### src/rtl/branch_resolve_unit_pkg.sv
// Shared branch-type codes, FSM encodings and captured-flag payload for the branch resolve unit.
package branch_resolve_unit_pkg;

    localparam int unsigned BT_BEQ    = 0;
    localparam int unsigned BT_BNE    = 1;
    localparam int unsigned BT_BLT    = 2;
    localparam int unsigned BT_BGE    = 3;
    localparam int unsigned BT_BLTU   = 4;
    localparam int unsigned BT_BGEU   = 5;
    localparam int unsigned BT_ALWAYS = 6;
    localparam int unsigned BT_NEVER  = 7;

    localparam logic [0:0] IDLE = 1'b0;
    localparam logic [0:0] EVAL = 1'b1;

    // ALU flags captured on the request edge
    typedef struct packed {
        logic zero;
        logic neg;
        logic carry;
        logic ovf;
    } alu_flags_t;

endpackage

### src/rtl/branch_resolve_unit_sat_counter.sv
// Saturating up-counter with synchronous clear; clear wins over increment.
module sat_counter #(
    parameter int unsigned W = 16
) (
    input  logic         clk,
    input  logic         reset,
    input  logic         inc,
    input  logic         clr,
    output logic [W-1:0] q
);

    // count up, stick at all-ones, clear has priority
    always_ff @(posedge clk or posedge reset) begin
        if (reset) begin
            q <= '0;
        end else if (clr) begin
            q <= '0;
        end else if (inc && (q != {W{1'b1}})) begin
            q <= q + W'(1);
        end
    end

endmodule

### src/rtl/branch_resolve_unit.sv
// Registered branch resolver: captures flags and type on request, evaluates one cycle later,
// pulses done/pc_write, keeps saturating statistics and a sticky busy-request error.
module branch_resolve_unit
    import branch_resolve_unit_pkg::*;
#(
    parameter int unsigned CNT_W = 16,
    parameter int unsigned BT_W  = 3
) (
    input  logic             clk,
    input  logic             reset,
    input  logic             br_req,
    input  logic [BT_W-1:0]  br_type,
    input  logic             zero,
    input  logic             neg,
    input  logic             carry,
    input  logic             ovf,
    input  logic             abort,
    input  logic             cnt_clr,
    input  logic             err_clr,
    output logic             busy,
    output logic             done,
    output logic             taken,
    output logic             pc_write,
    output logic [CNT_W-1:0] br_cnt,
    output logic [CNT_W-1:0] tk_cnt,
    output logic             err
);

    logic [0:0]      state, state_nxt;
    logic [BT_W-1:0] bt_q, bt_nxt;
    alu_flags_t      flg_q, flg_nxt;
    logic            busy_nxt, done_nxt, taken_nxt, pc_write_nxt, err_nxt;
    logic            cond_c, br_inc_c, tk_inc_c;

    // condition select on the captured type and flags
    always_comb begin
        cond_c = 1'b0;
        case (bt_q)
            BT_W'(BT_BEQ):    cond_c = flg_q.zero;
            BT_W'(BT_BNE):    cond_c = ~flg_q.zero;
            BT_W'(BT_BLT):    cond_c = flg_q.neg ^ flg_q.ovf;
            BT_W'(BT_BGE):    cond_c = ~(flg_q.neg ^ flg_q.ovf);
            BT_W'(BT_BLTU):   cond_c = ~flg_q.carry;
            BT_W'(BT_BGEU):   cond_c = flg_q.carry;
            BT_W'(BT_ALWAYS): cond_c = 1'b1;
            BT_W'(BT_NEVER):  cond_c = 1'b0;
            default:          cond_c = 1'b0;
        endcase
    end

    // next-state, capture and output decode
    always_comb begin
        state_nxt    = state;
        bt_nxt       = bt_q;
        flg_nxt      = flg_q;
        busy_nxt     = 1'b0;
        done_nxt     = 1'b0;
        taken_nxt    = taken;
        pc_write_nxt = 1'b0;
        br_inc_c     = 1'b0;
        tk_inc_c     = 1'b0;
        case (state)
            IDLE: begin
                if (br_req) begin
                    state_nxt = EVAL;
                    busy_nxt  = 1'b1;
                    bt_nxt    = br_type;
                    flg_nxt   = '{zero: zero, neg: neg, carry: carry, ovf: ovf};
                end
            end
            EVAL: begin
                state_nxt = IDLE;
                if (!abort) begin
                    done_nxt     = 1'b1;
                    taken_nxt    = cond_c;
                    pc_write_nxt = cond_c;
                    br_inc_c     = 1'b1;
                    tk_inc_c     = cond_c;
                end
            end
            default: state_nxt = IDLE;
        endcase
        // a request seen while busy is dropped but flagged; clear wins
        if (err_clr) begin
            err_nxt = 1'b0;
        end else if (br_req && (state == EVAL)) begin
            err_nxt = 1'b1;
        end else begin
            err_nxt = err;
        end
    end

    // state and registered outputs
    always_ff @(posedge clk or posedge reset) begin
        if (reset) begin
            state    <= IDLE;
            bt_q     <= '0;
            flg_q    <= '0;
            busy     <= 1'b0;
            done     <= 1'b0;
            taken    <= 1'b0;
            pc_write <= 1'b0;
            err      <= 1'b0;
        end else begin
            state    <= state_nxt;
            bt_q     <= bt_nxt;
            flg_q    <= flg_nxt;
            busy     <= busy_nxt;
            done     <= done_nxt;
            taken    <= taken_nxt;
            pc_write <= pc_write_nxt;
            err      <= err_nxt;
        end
    end

    sat_counter #(.W(CNT_W)) u_br_cnt (
        .clk   (clk),
        .reset (reset),
        .inc   (br_inc_c),
        .clr   (cnt_clr),
        .q     (br_cnt)
    );

    sat_counter #(.W(CNT_W)) u_tk_cnt (
        .clk   (clk),
        .reset (reset),
        .inc   (tk_inc_c),
        .clr   (cnt_clr),
        .q     (tk_cnt)
    );

endmodule

### config.mk
export PLATFORM = sky130hd
export DESIGN_NAME = branch_resolve_unit
export DESIGN_NICKNAME = d
export VERILOG_FILES = /design/src/rtl/branch_resolve_unit_pkg.sv /design/src/rtl/branch_resolve_unit_sat_counter.sv /design/src/rtl/branch_resolve_unit.sv
export SDC_FILE = /design/constraint.sdc
export NUM_CORES = 1
export LEC_CHECK = 0
export BUFFER_PORTS_ARGS = -buffer_cell sky130_fd_sc_hd__buf_2
export CORE_MARGIN = 3
export CORE_UTILIZATION = 49
export DETAILED_ROUTE_END_ITERATION = 10
export PLACE_DENSITY = 0.76
export SLEW_MARGIN = 30
export SYNTH_ARGS = -nofsm -noshare
export SYNTH_HDL_FRONTEND = slang
export SYNTH_SLANG_ARGS = --single-unit
### constraint.sdc
create_clock -name clk -period 1.8 [get_ports clk]
set_input_delay 0.36 -clock clk [delete_from_list [all_inputs] [get_ports clk]]
set_output_delay 0.36 -clock clk [all_outputs]
set_load 0.01 [all_outputs]
Word level (Yosys, flattened, before mapping) --
Cells that the tools add are included.
Word-level totals: input bits 13, output and inout port bits 37, logic and storage cells 53, bits in registers 45
Cells by class: reduce and logical (&&, ||, !) cells 9, bitwise logic cells 6, $add $sub $neg 2, eq/ne operators 9, mux-type cells 14
Operators with widths (number):
- $mux W16 | 4
- $add A16 B1 Y16 const B | 2
- $ne A16 B16 Y1 const B | 2
- $eq A3 B3 Y1 const B | 4
- $mux W1 | 8
- $pmux W1 S8 | 1
- $eq A3 B2 Y1 const B | 2
- $reduce_bool A2 Y1 | 3
- $not A1 Y1 | 5
- $reduce_and A2 Y1 | 2
- $eq A3 B1 Y1 const B | 1
- $logic_and A1 B1 Y1 | 3
- $logic_not A3 Y1 | 1
- $pmux W1 S2 | 1
- $xor A1 B1 Y1 | 1

Logic depth before layout (Yosys ltp) --
depth after elaboration 8, depth in mapped cells 7, mapped depth without buffers 6

Hierarchy --
From an unflattened synthesis, not the netlist that was laid out.
Second synthesis, totals: cell total of the unflattened synthesis 238, area, all modules 2336.0 um2
By module, submodules not included:
- sat_counter | cells each 101, area each 932.1 um2, instances 2, seq. area each 400.4 um2
- branch_resolve_unit | cells each 36, area each 471.7 um2, instances 1, seq. area each 300.3 um2

Worst setup path before layout --
No wires, ideal clock.
path type flip-flop to flip-flop, start reg u_tk_cnt.q[0], end reg u_tk_cnt.q[0], path buffers 1, stages on the path, launching flop included 7, arrival time 1.710 ns, path slack -0.036 ns, cell sequence dfrtp_1 > ha_1 > nand3_1 > or4_1 > buf_6 > nor2b_4 > mux2_4
On the way: word-level cells in the longest chain between the ends 3, elaborated cells between the ends (all ways) 6, those cells by class add/sub: 1; eq/ne: 1; mux: 2; reduce/logical: 2
RTL lines:
- start, declared | RTL line branch_resolve_unit_sat_counter.sv:9 | output logic [W-1:0] q
- start signal, assigned | RTL line branch_resolve_unit_sat_counter.sv:19 | q <= q + W'(1);
- $add A16 B1 Y16 / $ne A16 B16 Y1 (equally long branches) | RTL line branch_resolve_unit_sat_counter.sv:19, branch_resolve_unit_sat_counter.sv:18
- $mux W16 / $logic_and A1 B1 Y1 (equally long branches) | RTL line branch_resolve_unit_sat_counter.sv:18 | end else if (inc && (q != {W{1'b1}})) begin
- $mux W16 / $reduce_bool A2 Y1 (equally long branches)
Several ways; a longest one is shown, not always the timed one. The select of a mux whose other input is x is not followed. A chain may end at the register's enable or synchronous reset.

Worst setup path after layout --
start reg u_tk_cnt.q[0], end reg u_tk_cnt.q[7]
The elaborated chain is that of the path after synthesis.

==> key figures <==
Floorplanning
  – Core area: 0.00444 mm²
  – Die X: 74.7 µm
  – Top Ports: 50
  – Std cell rows: 24
  – Initial Util: 52.0%
  – Die ar.: 0.00558 mm²
  – Chip height: 74.7 µm

Worst setup path
  – Crit path top cell by count: buf_6
  – CP required: 2020 ps
  – Reg-to-Reg End: u_tk_cnt.q[7]
  – Critical path fanouts, max: 8
  – Slowest stage delay, CP: 520 ps
  – CP endpoint kind: flop
  – Critical path cell sequence: ha_4, buf_6, nand3_2, or4_4, buf_6, nand4_1, o21ai_0, a21oi_2
  – CP arrival: 2190 ps
  – WS Path Type: reg -> reg
  – R2R Setup Slk: -160 ps
  – FF-to-FF Start: u_tk_cnt.q[0]
  – Startpoint types: flop
  – CP bufs+invs: 2
  – Worst-case reg-to-reg path depth: 8
  – Critical Path Slowest Stage Cell: or4_4
  – Kind of cell adding the most delay to the critical path: simple AND/OR/NAND/NOR gates

Yosys
  – Post-synth EDFFs: 0
  – Mapped Avg Cell Area: 9.83 µm²
  – Synth area leaders: dfrtp_1 48%, xnor2_1 4.5%, nor2_1 3.6%
  – Synth Flop Type: dfrtp_1
  – Cell area after synthesis: 0.00231 mm²
  – Synth Instances: 235
  – Synth area leader: dfrtp_1
  – Sequential-to-total area share from yosys stat: 47.6%
  – Post-Syn Nets: 250
  – Ys Warns: 0
  – Yosys cell types: 48
  – Async SR Flop Fraction: 100%
  – Post-synth top area share: 47.6%
  – Synth Register Bits: 44

Clocking
  – CTS tree: done
  – Clock Latency Late Sink: 300 ps
  – CTS sink cnt: 44
  – Clk buf depth: 2
  – TritonCTS Buffers: 5
  – H-tree depth: 2
  – Root buffer selected by CTS: clkbuf_8
  – Clock slew at reported path FFs: 80 ps

Layout
  – Final nets: 342
  – Diodes inserted: 0
  – Layout cell share with drive strength beyond 1: 43.9%
  – Syn-to-layout area delta: 40.8%

Global routing
  – Tot GR Track Use: 22.2%
  – Initial antenna violation count: 0
  – Largest net degree at the start of global routing: 29
  – Global Route met2 Usage: 38.3%
  – First-pass GRT wire length: 9580 µm
  – Number of global-route vias before repair: 2177
  – Top Usage Layer GRT: met2
  – Grt total ovfl: 0
  – GR Util met3: 4.41%
  – Met1 Use GR: 27.8%

Detailed routing
  – Drt pass-1 iters: 4
  – Antenna-violating nets left: 0
  – Vias per std cell: 5.81
  – Wire length per cell: 16.7 µm
  – Vias: 2206
  – Initial drt markers: 162
  – DRC violations left: 0
  – Total Routed Length: 6360 µm

Timing
  – Actual slew at the worst max-slew pin: 667 ps
  – Fmax: 509 MHz
  – Clock Skew: 4.67 ps
  – Final Max Slew Viols: 0
  – Setup TNS Final: -1100 ps
  – Post-layout min period: 1960 ps
  – Normalized max-slew margin: 55.3%
  – RSZ-0062 raised after global routing: yes
  – Final setup violation count: 15
  – Fin. Hold Viols: 0
  – Final period util: 109%
  – Final worst slack: -165 ps

Run
  – Max-cap violations: 0

Placement
  – Gpl congestion: 0.857
  – Dpl hpwl: 4050 µm
  – Port Buffers: 49

Status
  – Status: finished, violations left
  – Violated checks: setup timing

Power
  – Max IR drop VDD: 0.419 mV
  – Pleak: 1.52 nW
  – P per Cell Area: 634 mW/mm²
  – Design Power: 0.00206 W

Hold path
  – Hold Crit Class: in -> async
cells in the mapped netlist (all sizes together), types with 5 or more instances:
master  number
dfrtp       44
clkbuf       8
nor2b        6
a31oi        7
nand4       10
nand3        9
nand2       17
xnor2       12
inv          5
nor2        22
or3         10
and3         6
o21ai        9
a21oi       16
mux2         9
power breakdown:
part,internal [W],switching (W),total (W)
logic,0.000187,0.000167,0.000354
registers,0.00103,0.0000388,0.00107
clock network,0.000313,0.000329,0.000643
total,0.00153,0.000535,0.00206
through the flow:
stage | area (µm²) | hold WS, ps | cells | setup WS [ps] | util [%]
floorplan | 2320 | 426 | 235 | -28.9 | -
global placement | 2900 | 391 | 364 | -34.1 | 65.2
detailed placement | 2900 | 395 | 364 | -84.5 | 65.2
CTS | 3110 | 74.1 | 379 | -84.5 | 69.9
global route | 3250 | 91.8 | 380 | -225 | 73.2
finish | 3250 | 63.3 | 380 | -165 | 73.2
placed cells by master (no fill, tap or decap), types with 8 or more instances in the layout:
master | netlist | routed
buf_4 | 1 | 38
nand2_1 | 17 | 15
xnor2_1 | 12 | 11
dfrtp_1 | 44 | 44
a21oi_1 | 16 | 12
nor2_1 | 22 | 22
buf_6 | 1 | 8
buf_2 | 1 | 49
nand4_1 | 9 | 9
layout make-up:
type | count | area [µm²]
flip-flops and latches | 44 | 1100
clock buffers | 8 | 90.1
well taps | 52 | 65.1
repair buffers | 97 | 661
multi-input cells | 174 | 1320
fillers | 321 | 1190
inverters | 5 | 18.8
worst max path at each step:
stage	to	cells after the start	slack (ps)	startpoint
2_1_floorplan	u_tk_cnt.q[0]	5	-30	u_tk_cnt.q[8]
3_3_place_gp	u_tk_cnt.q[12]	6	-30	u_tk_cnt.q[0]
3_5_place_dp	u_tk_cnt.q[10]	6	-80	flg_q[3]
4_1_cts	u_tk_cnt.q[6]	7	-80	u_tk_cnt.q[1]
5_1_grt	u_tk_cnt.q[7]	8	-220	u_tk_cnt.q[0]
6_report	u_tk_cnt.q[7]	8	-160	u_tk_cnt.q[0]
state kept, by name, indices dropped and copies added (netlist names):
signal      flops
done            1
busy            1
pc_write        1
taken           1
u_tk_cnt.q     16
err             1
bt_q            3
u_br_cnt.q     16
flg_q           4
cell families (layout without fill, tap and decap cells):
family	Yosys count	in the layout	synth area share, %
mux	12	12	6.39
xor+xnor	14	14	5.31
compound gates	44	44	12.0
simple gates	102	102	24.3
flops	44	44	47.6
buf+inv	17	110	3.30
fa+ha+maj	2	2	1.08
layer usage:
metal  up-vias  part of all wire (%)
met2        80                    52
met5         -                     0
met1      1077                    41
li1       1038                     -
met3        11                   5.0
met4         0                   2.0
what timing repair did:
action	CTS	global route
buffers inserted	7	3
pin swaps	17	14
hold buffers	0	0
endpoints found under the setup margin	14	19
endpoints found under the hold margin	0	0
resized for setup	12	31
(Power assumes the default switching activity.)
